### src/rtl/dlfloat_operand_loader.sv
// Byte-stream front end for the DLFloat16 MAC: assembles (a, b) operand pairs
// from four accepted bytes and queues them, with decoded flags, in a small FIFO.
module dlfloat_operand_loader #(
    parameter int DEPTH = 4
) (
    input  logic                   i_clk,
    input  logic                   i_rst,
    input  logic [7:0]             i_in_byte,
    input  logic                   i_in_valid,
    output logic                   o_in_ready,
    input  logic                   i_in_last,
    input  logic                   i_sync_clr,
    output logic [15:0]            o_pair_a,
    output logic [15:0]            o_pair_b,
    output logic                   o_pair_last,
    output logic                   o_pair_nan,
    output logic                   o_pair_zero,
    output logic                   o_pair_valid,
    input  logic                   i_pair_ready,
    output logic [$clog2(DEPTH):0] o_fill,
    output logic [15:0]            o_pair_cnt,
    output logic                   o_frame_err
);
    localparam int AW = $clog2(DEPTH);
    localparam logic [AW:0]   L_FULL     = (AW+1)'(DEPTH);
    localparam logic [AW:0]   L_FILL_ONE = (AW+1)'(1);
    localparam logic [AW-1:0] L_PTR_ONE  = AW'(1);

    typedef enum logic [1:0] {A_LO, A_HI, B_LO, B_HI} asm_state_t;

    asm_state_t    r_state;
    asm_state_t    w_state_nxt;
    logic          w_accept;
    logic          w_push;
    logic          w_pop;
    logic          w_valid;
    logic [15:0]   r_a;
    logic [7:0]    r_b_lo;
    logic [32:0]   r_mem [DEPTH];
    logic [AW-1:0] r_wr_ptr;
    logic [AW-1:0] r_rd_ptr;
    logic [AW:0]   r_fill;
    logic [15:0]   r_pair_cnt;
    logic          r_frame_err;
    logic [32:0]   w_head;
    logic [15:0]   w_head_a;
    logic [15:0]   w_head_b;
    logic          w_head_nan;
    logic          w_head_zero;

    assign o_in_ready = (r_fill < L_FULL) && !i_sync_clr;
    assign w_accept   = i_in_valid && o_in_ready;
    assign w_push     = w_accept && (r_state == B_HI);
    assign w_valid    = (r_fill != '0);
    assign w_pop      = w_valid && i_pair_ready;

    always_ff @(posedge i_clk or posedge i_rst) begin
        if (i_rst) begin
            r_state <= A_LO;
        end else begin
            r_state <= w_state_nxt;
        end
    end

    always_comb begin
        w_state_nxt = r_state;
        if (i_sync_clr) begin
            w_state_nxt = A_LO;
        end else if (w_accept) begin
            case (r_state)
                A_LO:    w_state_nxt = A_HI;
                A_HI:    w_state_nxt = B_LO;
                B_LO:    w_state_nxt = B_HI;
                default: w_state_nxt = A_LO;
            endcase
        end
    end

    // Partial operand bytes and FIFO storage carry data only, so they are not reset.
    always_ff @(posedge i_clk) begin
        if (w_accept) begin
            case (r_state)
                A_LO:    r_a[7:0]  <= i_in_byte;
                A_HI:    r_a[15:8] <= i_in_byte;
                B_LO:    r_b_lo    <= i_in_byte;
                default: ;
            endcase
        end
        if (w_push) begin
            r_mem[r_wr_ptr] <= {i_in_last, r_a, i_in_byte, r_b_lo};
        end
    end

    always_ff @(posedge i_clk or posedge i_rst) begin
        if (i_rst) begin
            r_wr_ptr    <= '0;
            r_rd_ptr    <= '0;
            r_fill      <= '0;
            r_pair_cnt  <= '0;
            r_frame_err <= 1'b0;
        end else begin
            if (w_push) begin
                r_wr_ptr <= r_wr_ptr + L_PTR_ONE;
            end
            if (w_pop) begin
                r_rd_ptr   <= r_rd_ptr + L_PTR_ONE;
                r_pair_cnt <= r_pair_cnt + 16'd1;
            end
            case ({w_push, w_pop})
                2'b10:   r_fill <= r_fill + L_FILL_ONE;
                2'b01:   r_fill <= r_fill - L_FILL_ONE;
                default: ;
            endcase
            // A marker on any byte but the last of a pair is a framing fault.
            if (w_accept && i_in_last && (r_state != B_HI)) begin
                r_frame_err <= 1'b1;
            end
        end
    end

    assign w_head      = r_mem[r_rd_ptr];
    assign w_head_a    = w_head[31:16];
    assign w_head_b    = w_head[15:0];
    assign w_head_nan  = (w_head_a == 16'hFFFF) || (w_head_b == 16'hFFFF);
    assign w_head_zero = (w_head_a == 16'h0000) || (w_head_b == 16'h0000);

    assign o_pair_valid = w_valid;
    assign o_pair_a     = w_valid ? w_head_a : 16'h0000;
    assign o_pair_b     = w_valid ? w_head_b : 16'h0000;
    assign o_pair_last  = w_valid && w_head[32];
    assign o_pair_nan   = w_valid && w_head_nan;
    assign o_pair_zero  = w_valid && w_head_zero && !w_head_nan;
    assign o_fill       = r_fill;
    assign o_pair_cnt   = r_pair_cnt;
    assign o_frame_err  = r_frame_err;

endmodule

### config.mk
export PLATFORM = sky130hd
export DESIGN_NAME = dlfloat_operand_loader
export DESIGN_NICKNAME = d
export VERILOG_FILES = /design/src/rtl/dlfloat_operand_loader.sv
export SDC_FILE = /design/constraint.sdc
export NUM_CORES = 1
export LEC_CHECK = 0
export ABC_AREA = 1
export CORE_MARGIN = 3
export CORE_UTILIZATION = 57
export DETAILED_ROUTE_END_ITERATION = 7
export DONT_BUFFER_PORTS = 1
export PLACE_DENSITY = 0.72
export SLEW_MARGIN = 40
export SYNTH_ARGS = -nofsm -noshare
export SYNTH_HDL_FRONTEND = slang
export SYNTH_SLANG_ARGS = --single-unit
### constraint.sdc
create_clock -name i_clk -period 3.1 [get_ports i_clk]
set_clock_uncertainty 0.05 [all_clocks]
set_input_delay 0.465 -clock i_clk [delete_from_list [all_inputs] [get_ports i_clk]]
set_output_delay 0.465 -clock i_clk [all_outputs]
set_load 0.05 [all_outputs]
==> results.sh <==
export IMPL_status="complete, no violations"
export IMPL_finalHoldViolCount=0
export IMPL_fmax_mhz=335.0
export IMPL_cts_clk_slew_worst_paths_ns=0.06
export IMPL_num_io_pins=71
export IMPL_numCtsBuffers=17
export IMPL_antenna_found_initial=0
export IMPL_cts_tree="yes"
export IMPL_max_cap_violations=0
export IMPL_row_count=41
export IMPL_min_from="i_in_byte[6]"
export IMPL_setup_violations=0
export IMPL_dr_pass1_iters=5
export IMPL_synth_area_leaders="edfxtp_1 (62%), nand2_1 (10%), dfrtp_1 (8.7%)"
export IMPL_cts_path_max_buffers=2
export IMPL_p_switching_uw=4070
export IMPL_antenna_cells=0
export IMPL_ant_nets=0
export IMPL_p_leak_uw=0.003405
export IMPL_finalNonFillerCells=887
export IMPL_slew_violations=0
export IMPL_holdCritPathClass="primary input to flip-flop"
export IMPL_critPathMaxFanout=34
export IMPL_dp_cells=853
export IMPL_vias=4862
export IMPL_core_area_um2=12720
export IMPL_htreeDepth=4
export IMPL_grt_pass1_vias=4708
export IMPL_die_y_um=120.7
export IMPL_grt_overflow_total=0
export IMPL_initial_utilization=0.5899
export IMPL_viasPerCell=5.481
export IMPL_p_int_uw=5018
export IMPL_share_comb_of_total_power=0.450
export IMPL_yosys_register_bits=182
export IMPL_gp_congestion=0.8354
export IMPL_fin_crit_sh=0.9629
export IMPL_clock_sinks=182
export IMPL_yosysSeqAreaShare=0.7109
export IMPL_drc=0
export IMPL_sw_frac_of_total=0.4479
export IMPL_dieArea_um2=14580
export IMPL_wl_mm=15.89
export IMPL_worst_pin_slew_ns=0.5897
export IMPL_clk_latency_ns=0.42
export IMPL_grtUsageTotal=0.2269
export IMPL_fin_ws_ns=0.1149
export IMPL_syn_area_um2=7505
export IMPL_clkPwrFrac=0.219
export IMPL_path_class="flip-flop to primary output"
export IMPL_grt_pass1_wl_mm=24.65
export IMPL_synth_fp_nets=679
export IMPL_wl_per_cell_um=17.92
export IMPL_regToRegStartpoint="o_fill[2]"
export IMPL_holdPathStages=0
export IMPL_die_x_um=120.7
export IMPL_cp_startpoint="r_rd_ptr[1]"
export IMPL_crit_arrival_ns=2.47
export IMPL_startpoint_type="flip-flop"
export IMPL_irDropWorstVdd_v=0.0007762
export IMPL_ys_types=26
export IMPL_reg2reg_depth=11
export IMPL_finalCoreUtilization=0.6749
export IMPL_place_port_buffers=0
export IMPL_place_ws_ns=0.4012
export IMPL_cp_end_kind="primary output"
export IMPL_area_growth_pct=14.40
export IMPL_drive_gt1_frac=0.1287
export IMPL_cts_root_buf="clkbuf_16"
export IMPL_synth_cells=654
export IMPL_nets=727
export IMPL_mostFrequentLayoutCells="nand2_1 (209), edfxtp_1 (156), nor2_1 (81)"
export IMPL_syn_avg_cell_area_um2=11.48
export IMPL_crit_required_ns=2.58
export IMPL_slew_headroom=0.6068
export IMPL_drtIter0Drc=465
export IMPL_synth_top_area_frac=0.6242
export IMPL_layout_commonest_cell="nand2_1"
export IMPL_powerDensity_nw_per_um2=1059
export IMPL_p_seq_frac=0.331
export IMPL_yosys_warnings=0
export IMPL_grt_max_degree=68
export IMPL_netlist_top_cell_by_area="edfxtp_1"
export IMPL_post_route_min_period_ns=2.985
export IMPL_hpwlAfterDp_mm=9.681
timing repair:
item	in CTS	in global routing
hold buffers	1	0
endpoints found under the setup margin	1	2
buffers inserted	0	0
gates cloned	0	1
endpoints found under the hold margin	26	0
resized for setup	2	7
state kept, by name (all words and copies together) (netlist names):
signal       cells
r_mem          132
o_pair_cnt      16
r_a             16
r_b_lo           8
o_fill           3
r_rd_ptr         2
r_state          2
r_wr_ptr         2
o_frame_err      1
per-stage QoR:
stage | area (um^2) | setup TNS, ns | hold slack, ns | total power (uW)
floorplan | 7515 | -26.07 | 0.4087 | 5990
global placement | 7974 | 0 | 0.4126 | 6993
detailed placement | 7976 | 0 | 0.3732 | 7069
CTS | 8539 | 0 | 0.07446 | 9048
global route | 8586 | -0.01477 | 0.06715 | 9540
finish | 8586 | 0 | 0.08712 | 9088
critical path, cell delays in order (launching register included):
cell,delay (ns)
dfrtp_1,0.40
buf_4,0.45
nand3_1,0.14
nand2_1,0.18
nand2_1,0.08
nor2_1,0.14
nand2_1,0.07
nor2_1,0.19
nor2_1,0.07
nor2_1,0.12
buf_4,0.21
layout make-up:
type | count | area, um^2
repair buffers | 54 | 457.9
flip-flops and latches | 182 | 5336
clock buffers | 19 | 432.9
inverters | 30 | 120.1
well taps | 172 | 215.2
clock inverters | 13 | 113.9
fillers | 953 | 4136
multi-input cells | 417 | 1909
final timing paths:
path / to / slack [ns]
max: o_pair_zero / 0.11
min: r_mem[1][14] / 0.09
max reg2reg: o_fill[2] / 0.60
min reg2reg: r_mem[3][22] / 0.44
max in group asynchronous: r_rd_ptr[0] / 2.12
min in group asynchronous: o_pair_cnt[14] / 0.49
routing by layer:
metal,vias to the layer above,part of all wire,global-route usage
met3,29,0.084,0.06314
li1,2287,-,-
met1,2323,0.41,0.2901
met5,-,0,0
met4,0,0.026,0.1091
met2,223,0.48,0.3612
synthesized netlist by cell type (all sizes together):
cell,count
nand2,210
nand3,72
dfrtp,26
nand4,1
a22o,1
o21ai,5
xor2,12
edfxtp,156
ha,10
xnor2,6
o21bai,1
buf,22
clkbuf,3
inv,29
a31oi,1
a21oi,5
nor3,5
fa,1
nor2,87
clkinv,1
power by group through the flow:
stage	registers (uW)	clock network, uW	logic, uW
6_report	3010	1990	4090
5_1_grt	3030	2110	4400
4_1_cts	3000	2010	4030
3_5_place_dp	3050	0	4020
3_3_place_gp	3040	0	3950
2_1_floorplan	3100	0	2890
cell families (layout without fill, tap and decap cells):
kind of cell               after synthesis  after routing  synth area share
adders and majority gates               11             11           0.01934
buffers and inverters                   55            116           0.03634
and+or+nand+nor                        375            375            0.2027
DFF                                    182            182            0.7109
AOI/OAI and AO/OA                       13             13          0.009670
xor gates and xnor gates                18             18           0.02101
Note: power is estimated with default switching activity, not from simulation.
==> patch 1: new RTL, config.mk and constraints unchanged <==
Encoding of `asm_state_t`: now one-hot (4 bits for 4 states).
--- a/src/rtl/dlfloat_operand_loader.sv
+++ b/src/rtl/dlfloat_operand_loader.sv
@@ -28,3 +28,3 @@
 
-    typedef enum logic [1:0] {A_LO, A_HI, B_LO, B_HI} asm_state_t;
+    typedef enum logic [3:0] {A_LO = 4'b0001, A_HI = 4'b0010, B_LO = 4'b0100, B_HI = 4'b1000} asm_state_t;
 
Behaviour: same outputs for any inputs over 10 cycles, from zero or initial values and one cycle with i_rst high; not proved beyond that.
==> patch 1 against the original RTL <==
- area after synthesis rose by 1.2%
- sequential cell count is 2 higher
- power is 1.3% higher
- critical path depth up 1
- register-to-register slack better by 0.04 ns
- count of clock-buffer cells in the layout is the same
- worst setup slack improved by 0.094 ns
- maximum frequency is 3.2% higher
- cell count rose by 1.7%
- non-clock buffer count is 2 higher
- routed wire length rose by 0.47%
- sequential share of layout area down 0.75 points
- final area increased by 2.2%
- die area rose by 1.1%
- critical endpoint is now o_pair_nan
==> patch 1: results (changes against the original RTL) <==
GRT
  • Initial antenna violation count: 0 (unchanged)
  • Largest net degree at the start of global routing: 68 (unchanged)
  • Vias in the first global route: 4867 (+3.4%)
  • Total GRT Usage: 0.230 (+0.00307)
  • First-pass GRT wire length: 25600 um (+3.6%)

Placement
  • Dpl ws: 0.510 ns (+0.109 ns)
  • Global placement routability congestion: 0.851 (+1.9%)
  • # port buffers: 0 (unchanged)
  • Final HPWL DP: 10200 um (+5.8%)

Finish
  • # nets final: 738 (+1.5%)
  • Largest register by flop count: r_mem
  • Proportion of layout cells with a drive suffix above 1: 0.145 (+0.0165)
  • Max FFs per register: 132 (unchanged)
  • N_diodes: 0 (unchanged)

Setup path
  • R2R cell count: 8 (-3)
  • Critical Path AT: 2.38 ns (-0.09 ns)
  • Worst setup path start: r_rd_ptr[0]$_DFFE_PP0P_
  • Reg2reg end: o_fill[1]$_DFFE_PP0P_
  • Slowest cell delay on critical path: 0.43 ns (-0.02 ns)
  • Max Fanout on Critical Path: 23 (-32%)
  • Worst R2R Start: o_fill[2]$_DFFE_PP0P_
  • CP delay by family, top: simple AND/OR/NAND/NOR gates
  • Slowest stage cell, crit path: dfrtp_2
  • Reg2reg setup slack: 0.64 ns (+0.04 ns)

Synth
  • Syn_nets: 689 (+1.5%)
  • Synth area leaders: edfxtp_1 (62%), nand2_1 (11%), dfrtp_1 (8.9%), nand3_1 (4.7%), nor2_1 (4.2%)
  • Seq/Total Area, Yosys: 0.709 (-0.00144)
  • Yosys warns: 0 (unchanged)
  • Number of synthesized flops with an enable pin: 156 (unchanged)
  • Most frequent cells after synthesis: nand2_1 (216), edfxtp_1 (156), nor2_1 (84)
  • Distinct cells, synth: 32 (+23%)
  • Asr flop ratio synth: 0.152 (+0.00932)

Worst hold path
  • Hold Path Cell Cnt: 0 (unchanged)
  • Hold Path Class: input port to flip-flop
  • Worst Hold End: r_mem[2][14]$_DFFE_PP_
  • Worst hold start: i_in_byte[6]

Routing
  • Vias per std cell: 5.49 (+0.18%)
  • Routed length per instance: 17.7 um (-1.2%)
  • DR iter-0 viols: 414 (-11%)
  • First drt pass iteration count: 5 (unchanged)

Power and ir drop
  • Worst VDD drop: 668 uV (-14%)
  • LEAKAGE: 3.43 nW (+0.78%)

Clocking
  • Clk Latency, worst-skew pair: 0.42 ns (about the same)
  • H-tree Lvls: 4 (unchanged)
  • Max clock buf depth: 2 (unchanged)
  • Clock root cell: clkbuf_16
  • Clock slew seen by the registers of the worst setup and hold paths: 0.06 ns (about the same)
  • Cts bufs inserted: 17 (unchanged)

Outcome
  • Outcome: complete, no violations

Timing
  • Relative slew slack: 0.597 (-0.00980)
  • Hold_ws: 0.0827 ns (-0.00443 ns)
[patch 1: cell count changes in the layout (fill, tap and decap cells not counted), sizes merged, moves of 3 or more]
cell	change
o21ai	+3
nand2	+7
buf	+3
ha	-4
xor2	-4
nor3	-3
[patch 1: where the power goes]
part           leakage, nW  total (mW)  internal (mW)  switching [mW]
Clock                0.300        2.21           1.34           0.870
Sequential            1.75        3.00           2.77           0.235
Combinational         1.38        3.99           1.07            2.92
[patch 1: metal layers]
metal | vias up | part of all wire | GRT usage | wire length [um]
li1 | 2342 | - | - | -
met1 | 2413 | 0.42 | 0.301 | 6770
met2 | 173 | 0.49 | 0.373 | 7860
met3 | 25 | 0.067 | 0.0587 | 1060
met4 | 0 | 0.018 | 0.0868 | 281
met5 | - | 0 | 0 | 0
[patch 1: timing repair]
| action | in CTS | in global routing |
|---|---|---|
| hold buffers | 1 | 0 |
| endpoints found under the setup margin | 0 | 2 |
| endpoints found under the hold margin | 27 | 0 |
| buffers inserted | 0 | 0 |
| resized for setup | 0 | 9 |
[patch 1: worst max path at each step]
stage	slack, ns	to
final	0.21	o_pair_nan
after global routing	0.02	o_pair_nan
after CTS	0.03	o_pair_nan
after detailed placement	0.51	o_pair_nan
after global placement	0.56	o_pair_nan
after floorplan	0.11	o_fill[1]$_DFFE_PP0P_
[patch 1: worst register-to-register path, stage by stage (launching register included)]
cell,delay [ns]
dfrtp_1,0.36
buf_4,0.20
nor2_2,0.16
nand2_1,0.18
or2_2,0.48
ha_1,0.25
inv_1,0.10
fa_1,0.42
o21ai_0,0.18
[patch 1: layout make-up]
cell class                 count  area (um2)
tap                          172         215
fill                         948        4050
inverter                      31         119
timing repair buffer          56         480
sequential                   184        5390
clock buffer                  19         433
clock inverter                13         179
multi-input combinational    427        1960
[patch 1: cell families after synthesis]
| logic type | after synthesis | synth area share |
|---|---|---|
| buf+inv | 57 | 0.0369 |
| flops | 184 | 0.709 |
| simple gates | 388 | 0.211 |
| fa+ha+maj | 7 | 0.0125 |
| compound gates | 18 | 0.0135 |
| xor+xnor | 14 | 0.0162 |
[patch 1: through the flow]
step	std cells	instance area [um2]
floorplan	668	7620
global placement	869	8130
detailed placement	869	8130
CTS	902	8750
global route	902	8770
finish	902	8770
==> patch 2: new RTL, config.mk and constraints unchanged <==
Made on the original files. Change the parameter `DEPTH` from 4 to 8.
--- a/src/rtl/dlfloat_operand_loader.sv
+++ b/src/rtl/dlfloat_operand_loader.sv
@@ -3,3 +3,3 @@
 module dlfloat_operand_loader #(
-    parameter int DEPTH = 4
+    parameter int DEPTH = 8
 ) (
Interface: changed (resized o_fill); port bits go from 71 to 72. The function was not compared with the original's and may differ.
==> patch 2 against the original RTL <==
- the run now ends with negative setup slack left
- die area rose by 75%
- power grew 85%
- final area is 88% higher
- sequential cell count up 135
- routed wire length grew 120%
- area after synthesis grew 80%
- first-iteration DRC count increased by 140%
- worst setup slack lost 0.47 ns
- synthesized cell count up 92%
- sequential share of layout area fell by 4.2 points
- register-to-register slack lost 0.20 ns
- critical endpoint unchanged
- largest power group unchanged
==> patch 2: results (changes against the original RTL) <==
GRT
  • Largest net degree at the start of global routing: 54 (-21%)
  • Met1 GRT Util: 0.325 (+0.0354)
  • Vias in the first global route: 9163 (+95%)
  • GR Util met2: 0.430 (+0.0693)
  • Initial antenna violation count: 2 (+2)
  • GR Layer Usage met3: 0.0415 (-0.0216)

Routing
  • Metal2 WL: 17400 um (+130%)
  • Routed WL: 34400 um (+120%)
  • Vias per std cell: 5.63 (+2.7%)

Finish
  • Non-clock buffering overhead: 0.0848 (+0.0315)
  • Finished Layout Cells: 1680 (+89%)
  • Layout filler cell count: 1502 (+58%)
  • Fraction of area in multi-input gates: 0.217 (-0.00513)
  • Non-clk invs: 134 (+350%)
  • CLK BUF: 40 (+21)
  • Multi-In Gates: 751 (+80%)
  • # nets final: 1368 (+88%)
  • Seq/total area: 0.580 (-0.0415)

Timing
  • Setup ws final: -0.359 ns (-0.474 ns)
  • Final setup violation count: 25 (+25)

Synth
  • Number of synthesized flops with an enable pin: 288 (+85%)
  • Distinct cells, synth: 37 (+42%)
  • Asr flop ratio synth: 0.0915 (-0.0514)

Power and ir drop
  • Power per cell area: 1040 nW/um2 (-1.9%)
  • LEAKAGE: 6.55 nW (+92%)
  • Seq. pwr: 5.17 mW (+72%)

Placement
  • Post-Place Cell Area: 14300 um2 (+80%)
  • Global placement routability congestion: 0.816 (-2.3%)
  • Final HPWL DP: 17400 um (+79%)
  • Cell count after placement: 1586 (+86%)

Outcome
  • Violated checks: negative setup slack
  • Outcome: finished with violations

Worst hold path
  • Hold Path Cell Cnt: 1 (+1)
  • Worst hold start: i_in_last

Clocking
  • Post-CTS Resized: 40 (+38)
  • Max clock buf depth: 3 (+1)
  • Cts hold-fix bufs: 10 (+9)
==> patch 2: cell count changes after synthesis, moves of 5 or more <==
cell      before  now
buf_2         14   20
buf_4          3    8
clkbuf_1       3   15
edfxtp_1     156  288
inv_1         25  130
nand2_1      209  354
nand3_1       71  107
nor2_1        86  195
o21ai_0        5   31
o21ai_1        0    8
==> patch 2: critical path, stage by stage (launching register included) <==
cell     delay, ns
dfrtp_4       0.53
buf_12        0.16
buf_16        0.18
nor2_1        0.20
nor2_1        0.09
o21ai_1       0.12
nand3_1       0.10
nand2_1       0.18
nand2_1       0.09
nor2_1        0.15
nand2_1       0.08
nor2_2        0.12
nor2_2        0.07
nor2_2        0.13
buf_6         0.17
==> patch 2: worst max-delay path by stage <==
stage                       startpoint                     to  slack (ns)  cells after the start
6_report       r_rd_ptr[0]$_DFFE_PP0P_            o_pair_zero       -0.36                     14
5_1_grt        r_rd_ptr[0]$_DFFE_PP0P_             o_pair_nan       -0.35                     14
3_3_place_gp   r_rd_ptr[0]$_DFFE_PP0P_            o_pair_zero        0.39                     12
4_1_cts        r_rd_ptr[0]$_DFFE_PP0P_            o_pair_zero       -0.07                     14
3_5_place_dp   r_rd_ptr[0]$_DFFE_PP0P_             o_pair_nan        0.37                     12
2_1_floorplan    o_fill[3]$_DFFE_PP0P_  r_mem[2][0]$_DFFE_PP_        0.03                      6
==> patch 2: cells by family (layout without fill, tap and decap cells) <==
family | count (synthesis) | in the layout | synth area share
simple gates | 670 | 670 | 0.201
flops | 317 | 317 | 0.695
buf+inv | 187 | 297 | 0.0613
compound gates | 53 | 53 | 0.0219
xor+xnor | 18 | 18 | 0.0117
fa+ha+maj | 10 | 10 | 0.00928
other cells | 0 | 2 | 0
